### src/rtl/uart_pkg.sv
// Constants shared by the UART transmitter and receiver: frame width, parity
// modes, FSM state encoding and the clocks-per-bit divider.
package uart_pkg;

  localparam int DATA_BITS = 8;

  localparam int PAR_NONE = 0;
  localparam int PAR_ODD  = 1;
  localparam int PAR_EVEN = 2;

  typedef enum logic [2:0] {
    ST_IDLE   = 3'd0,
    ST_START  = 3'd1,
    ST_DATA   = 3'd2,
    ST_PARITY = 3'd3,
    ST_STOP   = 3'd4
  } uart_state_e;

  function automatic int uart_divider(input int clk_freq, input int baud);
    return clk_freq / baud;
  endfunction

  // Parity bit for a byte; modes other than odd/even yield 0 (unused).
  function automatic logic parity_bit(input logic [DATA_BITS-1:0] d, input int mode);
    if (mode == PAR_ODD)  return ~^d;
    if (mode == PAR_EVEN) return ^d;
    return 1'b0;
  endfunction

endpackage

### src/rtl/uart_baud_tick.sv
// Clear-able DIVIDER-clock bit timer; bit_end marks the last clock of each bit.
module uart_baud_tick #(
  parameter int DIVIDER = 16
) (
  input  logic clk,
  input  logic rst,
  input  logic clr,
  input  logic en,
  output logic bit_end
);

  localparam int CW = $clog2(DIVIDER) + 1;
  localparam logic [CW-1:0] LAST = CW'(DIVIDER - 1);

  logic [CW-1:0] cnt;

  assign bit_end = en && (cnt == LAST);

  always_ff @(posedge clk or posedge rst) begin
    if (rst) begin
      cnt <= '0;
    end else if (clr) begin
      cnt <= '0;
    end else if (en) begin
      cnt <= bit_end ? '0 : cnt + CW'(1);
    end
  end

endmodule

### src/rtl/uart_tx.sv
// UART transmitter: LSB-first framing with optional parity and one or two stop
// bits, plus a one-byte holding register so consecutive frames have no gap.
module uart_tx
  import uart_pkg::*;
#(
  parameter int CLK_FREQ  = 30_000_000,
  parameter int BAUD      = 9600,
  parameter int PARITY    = 0,
  parameter int STOP_BITS = 1
) (
  input  logic       clk,
  input  logic       rst,
  input  logic [7:0] tx_data,
  input  logic       tx_valid,
  output logic       tx_ready,
  output logic       tx,
  output logic       busy,
  output logic       done
);

  localparam int DIVIDER  = uart_divider(CLK_FREQ, BAUD);
  localparam bit PAR_EN   = (PARITY == PAR_ODD) || (PARITY == PAR_EVEN);
  localparam bit TWO_STOP = (STOP_BITS == 2);

  uart_state_e          state;
  logic [DATA_BITS-1:0] shreg;
  logic [DATA_BITS-1:0] hold;
  logic                 hold_full;
  logic                 par_q;
  logic [2:0]           bit_idx;
  logic                 stop_idx;
  logic                 bit_end;
  logic                 hs;
  logic                 frame_end;
  logic                 load;
  logic [DATA_BITS-1:0] load_byte;

  assign tx_ready  = ~hold_full;
  assign busy      = (state != ST_IDLE) || hold_full;
  assign hs        = tx_valid && tx_ready;
  assign frame_end = (state == ST_STOP) && bit_end && (TWO_STOP ? stop_idx : 1'b1);
  // A byte offered exactly at frame end bypasses the (empty) holding register.
  assign load      = ((state == ST_IDLE) && hs) || (frame_end && (hold_full || hs));
  assign load_byte = hold_full ? hold : tx_data;

  uart_baud_tick #(
    .DIVIDER(DIVIDER)
  ) u_baud (
    .clk    (clk),
    .rst    (rst),
    .clr    (load),
    .en     (state != ST_IDLE),
    .bit_end(bit_end)
  );

  always_ff @(posedge clk or posedge rst) begin
    if (rst) begin
      state     <= ST_IDLE;
      tx        <= 1'b1;
      shreg     <= '0;
      hold      <= '0;
      hold_full <= 1'b0;
      par_q     <= 1'b0;
      bit_idx   <= '0;
      stop_idx  <= 1'b0;
      done      <= 1'b0;
    end else begin
      done <= 1'b0;
      if (hs && !load) begin
        hold      <= tx_data;
        hold_full <= 1'b1;
      end else if (load && hold_full) begin
        hold_full <= 1'b0;
      end

      if (load) begin
        shreg    <= load_byte;
        par_q    <= parity_bit(load_byte, PARITY);
        tx       <= 1'b0;
        state    <= ST_START;
        bit_idx  <= '0;
        stop_idx <= 1'b0;
        if (frame_end) done <= 1'b1;
      end else begin
        case (state)
          ST_IDLE: tx <= 1'b1;
          ST_START: if (bit_end) begin
            state <= ST_DATA;
            tx    <= shreg[0];
          end
          ST_DATA: if (bit_end) begin
            if (bit_idx == 3'(DATA_BITS - 1)) begin
              bit_idx  <= '0;
              stop_idx <= 1'b0;
              if (PAR_EN) begin
                state <= ST_PARITY;
                tx    <= par_q;
              end else begin
                state <= ST_STOP;
                tx    <= 1'b1;
              end
            end else begin
              bit_idx <= bit_idx + 3'd1;
              shreg   <= shreg >> 1;
              tx      <= shreg[1];
            end
          end
          ST_PARITY: if (bit_end) begin
            state    <= ST_STOP;
            tx       <= 1'b1;
            stop_idx <= 1'b0;
          end
          ST_STOP: if (bit_end) begin
            if (frame_end) begin
              state <= ST_IDLE;
              done  <= 1'b1;
            end else begin
              stop_idx <= 1'b1;
            end
            tx <= 1'b1;
          end
          default: begin
            state <= ST_IDLE;
            tx    <= 1'b1;
          end
        endcase
      end
    end
  end

endmodule

### config.mk
export PLATFORM = sky130hd
export DESIGN_NAME = uart_tx
export DESIGN_NICKNAME = d
export VERILOG_FILES = /design/src/rtl/uart_pkg.sv /design/src/rtl/uart_baud_tick.sv /design/src/rtl/uart_tx.sv
export SDC_FILE = /design/constraint.sdc
export NUM_CORES = 1
export LEC_CHECK = 0
export BUFFER_PORTS_ARGS = -buffer_cell sky130_fd_sc_hd__buf_2
export CORE_MARGIN = 3
export CORE_UTILIZATION = 45
export CTS_BUF_LIST = sky130_fd_sc_hd__clkbuf_4 sky130_fd_sc_hd__clkbuf_8
export CTS_CLUSTER_SIZE = 8
export DETAILED_ROUTE_END_ITERATION = 16
export PLACE_DENSITY = 0.62
export SLEW_MARGIN = 30
export SYNTH_ARGS = -nofsm -noshare
export SYNTH_HDL_FRONTEND = slang
export SYNTH_SLANG_ARGS = --single-unit
### constraint.sdc
create_clock -name clk -period 2.5 [get_ports clk]
set_clock_uncertainty 0.1 [all_clocks]
set_input_delay 0.25 -clock clk [delete_from_list [all_inputs] [get_ports clk]]
set_output_delay 0.25 -clock clk [all_outputs]
set_load 0.02 [all_outputs]
==> flow_summary.yaml <==
setup_path:
  r2r-start: "bit_idx[0]"
  crit_arrival_ns: 2.18
  cp_max_fo: 7
  crit_start: "bit_idx[0]"
  worstSetupPathType: "reg2reg"
  crit_chain: "ha_1, ha_1, nor4b_1, and4_1, mux2i_1, mux2i_1"
  cpMaxStageDelayCell: "and4_1"
  cpPeakStageDelay_ns: 0.41
  crit_path_end_kind: "register"
  worst-r2r-setup-slack_ns: 0.39
  cp.required_ns: 2.57
  cp-start-kind: "register"
worst_hold_path:
  hold_class: "in2reg"
  min_from: "tx_data[3]"
clocking:
  post_cts_resized: 0
  post_cts_buffers: 0
  clkSinkCount: 38
  cts_buffer_depth: 2
  numCtsBuffers: 5
  path_clk_slew_ns: 0.08
  root_buffer: "clkbuf_8"
  cts_htree_levels: 2
  cts_tree: "built"
  insertion_delay_ns: 0.29
routing:
  drt.antenna.violating_nets: 0
  drc: 0
  wl_per_cell_um: 15.80
  via_per_inst: 5.805
  drt_iter0_drc: 125
  routed_wl_um: 4376
  vias: 1608
  dr.pass1.iters: 4
timing:
  setup_viol_count_final: 0
  slew_headroom_pct: 58.21
  period_minus_slack_ns: 2.105
  fmax_ghz: 0.4750
  hold_viol: 0
  rsz0062_at_grt: "no"
  drv_slew: 0
  post-route-period-util_pct: 84.22
  tns_ns: 0
  worst_slew_pin_slew_ns: 0.6184
cells_and_area:
  finish.utilization_pct: 53.55
  drive_above_1_share_pct: 24.00
  final.fill_count: 410
  num_antenna_cells: 0
  fin_nets: 239
  final_cells: 277
  synthToLayoutAreaGrowth_pct: 12.19
logic_synthesis:
  synth_edf_count: 0
  synth_warnings: 0
  synth_area_mm2: 0.002136
  yosysUniqueCellTypes: 49
  ys_ff_latch: 38
  synth_flop_cell: "dfrtp_1"
  synthArstFlopShare_pct: 100.0
  yosysSeqAreaShare_pct: 44.58
  avgSynthCellArea_um2: 10.52
  synthesis.instances: 203
  syn-num-nets: 218
global_routing:
  grt_usage_pct: 17.13
  grt_max_degree: 39
  grt_pass1_vias: 1650
  grt-ovfl-total: 0
  antenna_found_initial: 0
  grt_pass1_wl_um: 7424
power_and_ir_drop:
  switchingPower_uw: 496.4
  p_leak_uw: 0.001023
  clkPwrFrac_pct: 30.4
  pwr-share-comb_pct: 20.1
  power.internal_uw: 1187
  powerDensity_mw_per_mm2: 702.8
  pwr-share-seq_pct: 49.6
  vdd.ir_drop.worst_mv: 0.3933
  swShare_pct: 29.48
placement:
  dp.cells: 268
  gpl.final_weighted_congestion: 0.8383
  port-buffer-count: 14
  hpwl_um: 3181
run:
  drv_cap: 0
die:
  design.core.area_mm2: 0.004474
  pin_count: 15
  start_util_pct: 47.73
  rows: 24
  die_x_um: 74.89
  chipHeight_um: 74.89
  fp.dieArea_mm2: 0.005609
outcome:
  status: "completed"
==> critical path: cells and delay by family (launching register included) <==
family        cells  cell delay [ns]
fa+ha+maj         2             0.41
mux               2             0.30
flops             1             0.40
simple gates      2             0.79
==> cells in the final DEF, fill, tap and decap left out, types with 3 or more instances in the layout <==
cell / instances
o211ai_1: 12
buf_4: 6
mux2_2: 6
nand4_1: 6
ha_1: 4
or3_1: 5
inv_1: 12
buf_2: 14
nand2_1: 15
xor2_1: 4
clkbuf_8: 5
and4_1: 3
o21ai_0: 6
nor3_1: 4
mux2_4: 8
a21oi_1: 11
nand3_1: 6
dfrtp_1: 37
mux2i_1: 8
nor2_1: 17
==> state kept, by name, summed over array words and instances, names as in the netlist <==
signal	cells
hold	8
state	3
tx	1
done	1
shreg	8
bit_idx	3
u_baud.cnt	13
hold_full	1
==> what timing repair did <==
| item | 4_1_cts | 5_1_grt |
|---|---|---|
| hold endpoints to repair | 37 | 0 |
| hold buffers | 1 | 0 |
| endpoints found under the setup margin | 0 | 0 |
==> stage by stage <==
step	area (um^2)	hold slack (ns)	setup WS (ns)	power, uW
6_report	2396	0.1008	0.3945	1684
3_5_place_dp	2277	0.2866	0.4130	1182
2_1_floorplan	2136	0.2981	0.6127	1072
5_1_grt	2396	0.08871	0.2240	1778
4_1_cts	2396	0.09622	0.4013	1695
3_3_place_gp	2277	0.2771	0.4418	1161
==> area by class of cell <==
class,instances,area (um^2),share of cell area (%)
Tap cell,52,65.06,2.715
Sequential cell,38,952.2,39.74
Timing Repair Buffer,21,125.1,5.222
Inverter,12,45.04,1.880
Multi-Input combinational cell,146,1100,45.90
Clock inverter,3,40.04,1.671
Clock buffer,5,68.82,2.872
==> cells in the mapped netlist, types with 2 or more instances <==
cell type	count	area [um^2]
nand4_1	6	37.54
o211ai_1	12	90.09
xor2_1	4	35.03
nand3_1	6	30.03
or3_1	5	31.28
mux2_4	8	120.1
mux2i_1	8	80.08
dfrtp_1	37	925.9
ha_1	4	50.05
nand2_1	15	56.30
nor3_1	4	20.02
nor2_1	17	63.81
o21ai_0	6	30.03
a21oi_1	11	55.05
and4_1	3	26.28
mux2_2	6	67.56
inv_1	12	45.04
or2_2	2	12.51
o2111ai_1	2	17.52
nor4b_1	2	17.52
buf_2	4	20.02
buf_4	2	15.01
==> metal layers <==
layer,part of all wire [%],GRT usage (%)
met1,45,20.98
met2,50,29.50
met3,3.1,3.738
met4,1.8,6.324
met5,0,0
==> power groups by stage <==
stage | clock network, uW | logic, uW | registers [uW]
2_1_floorplan | 0 | 270 | 802
3_3_place_gp | 0 | 328 | 833
3_5_place_dp | 0 | 337 | 844
4_1_cts | 519 | 343 | 834
5_1_grt | 547 | 381 | 849
6_report | 511 | 338 | 834
==> kinds of logic after synthesis <==
| kind of cell | share of synthesized area [%] |
|---|---|
| AND/OR/NAND/NOR | 20.62 |
| buffers and inverters | 3.925 |
| multiplexers | 12.54 |
| AO/OA/AOI/OAI | 13.94 |
| flip-flops | 44.58 |
| XOR/XNOR | 2.050 |
| adder cells (fa/ha/maj) | 2.343 |
==> final timing paths <==
| kind | to | cells past startpoint |
|---|---|---|
| worst max-delay path | shreg[5] | 6 |
| worst min-delay path | hold[3] | 2 |
| worst max register to register | shreg[5] | 6 |
| worst min register to register | hold[6] | 1 |
| max in group asynchronous | tx | 4 |
| min in group asynchronous | u_baud.cnt[1] | 4 |
(Power assumes the default switching activity.)
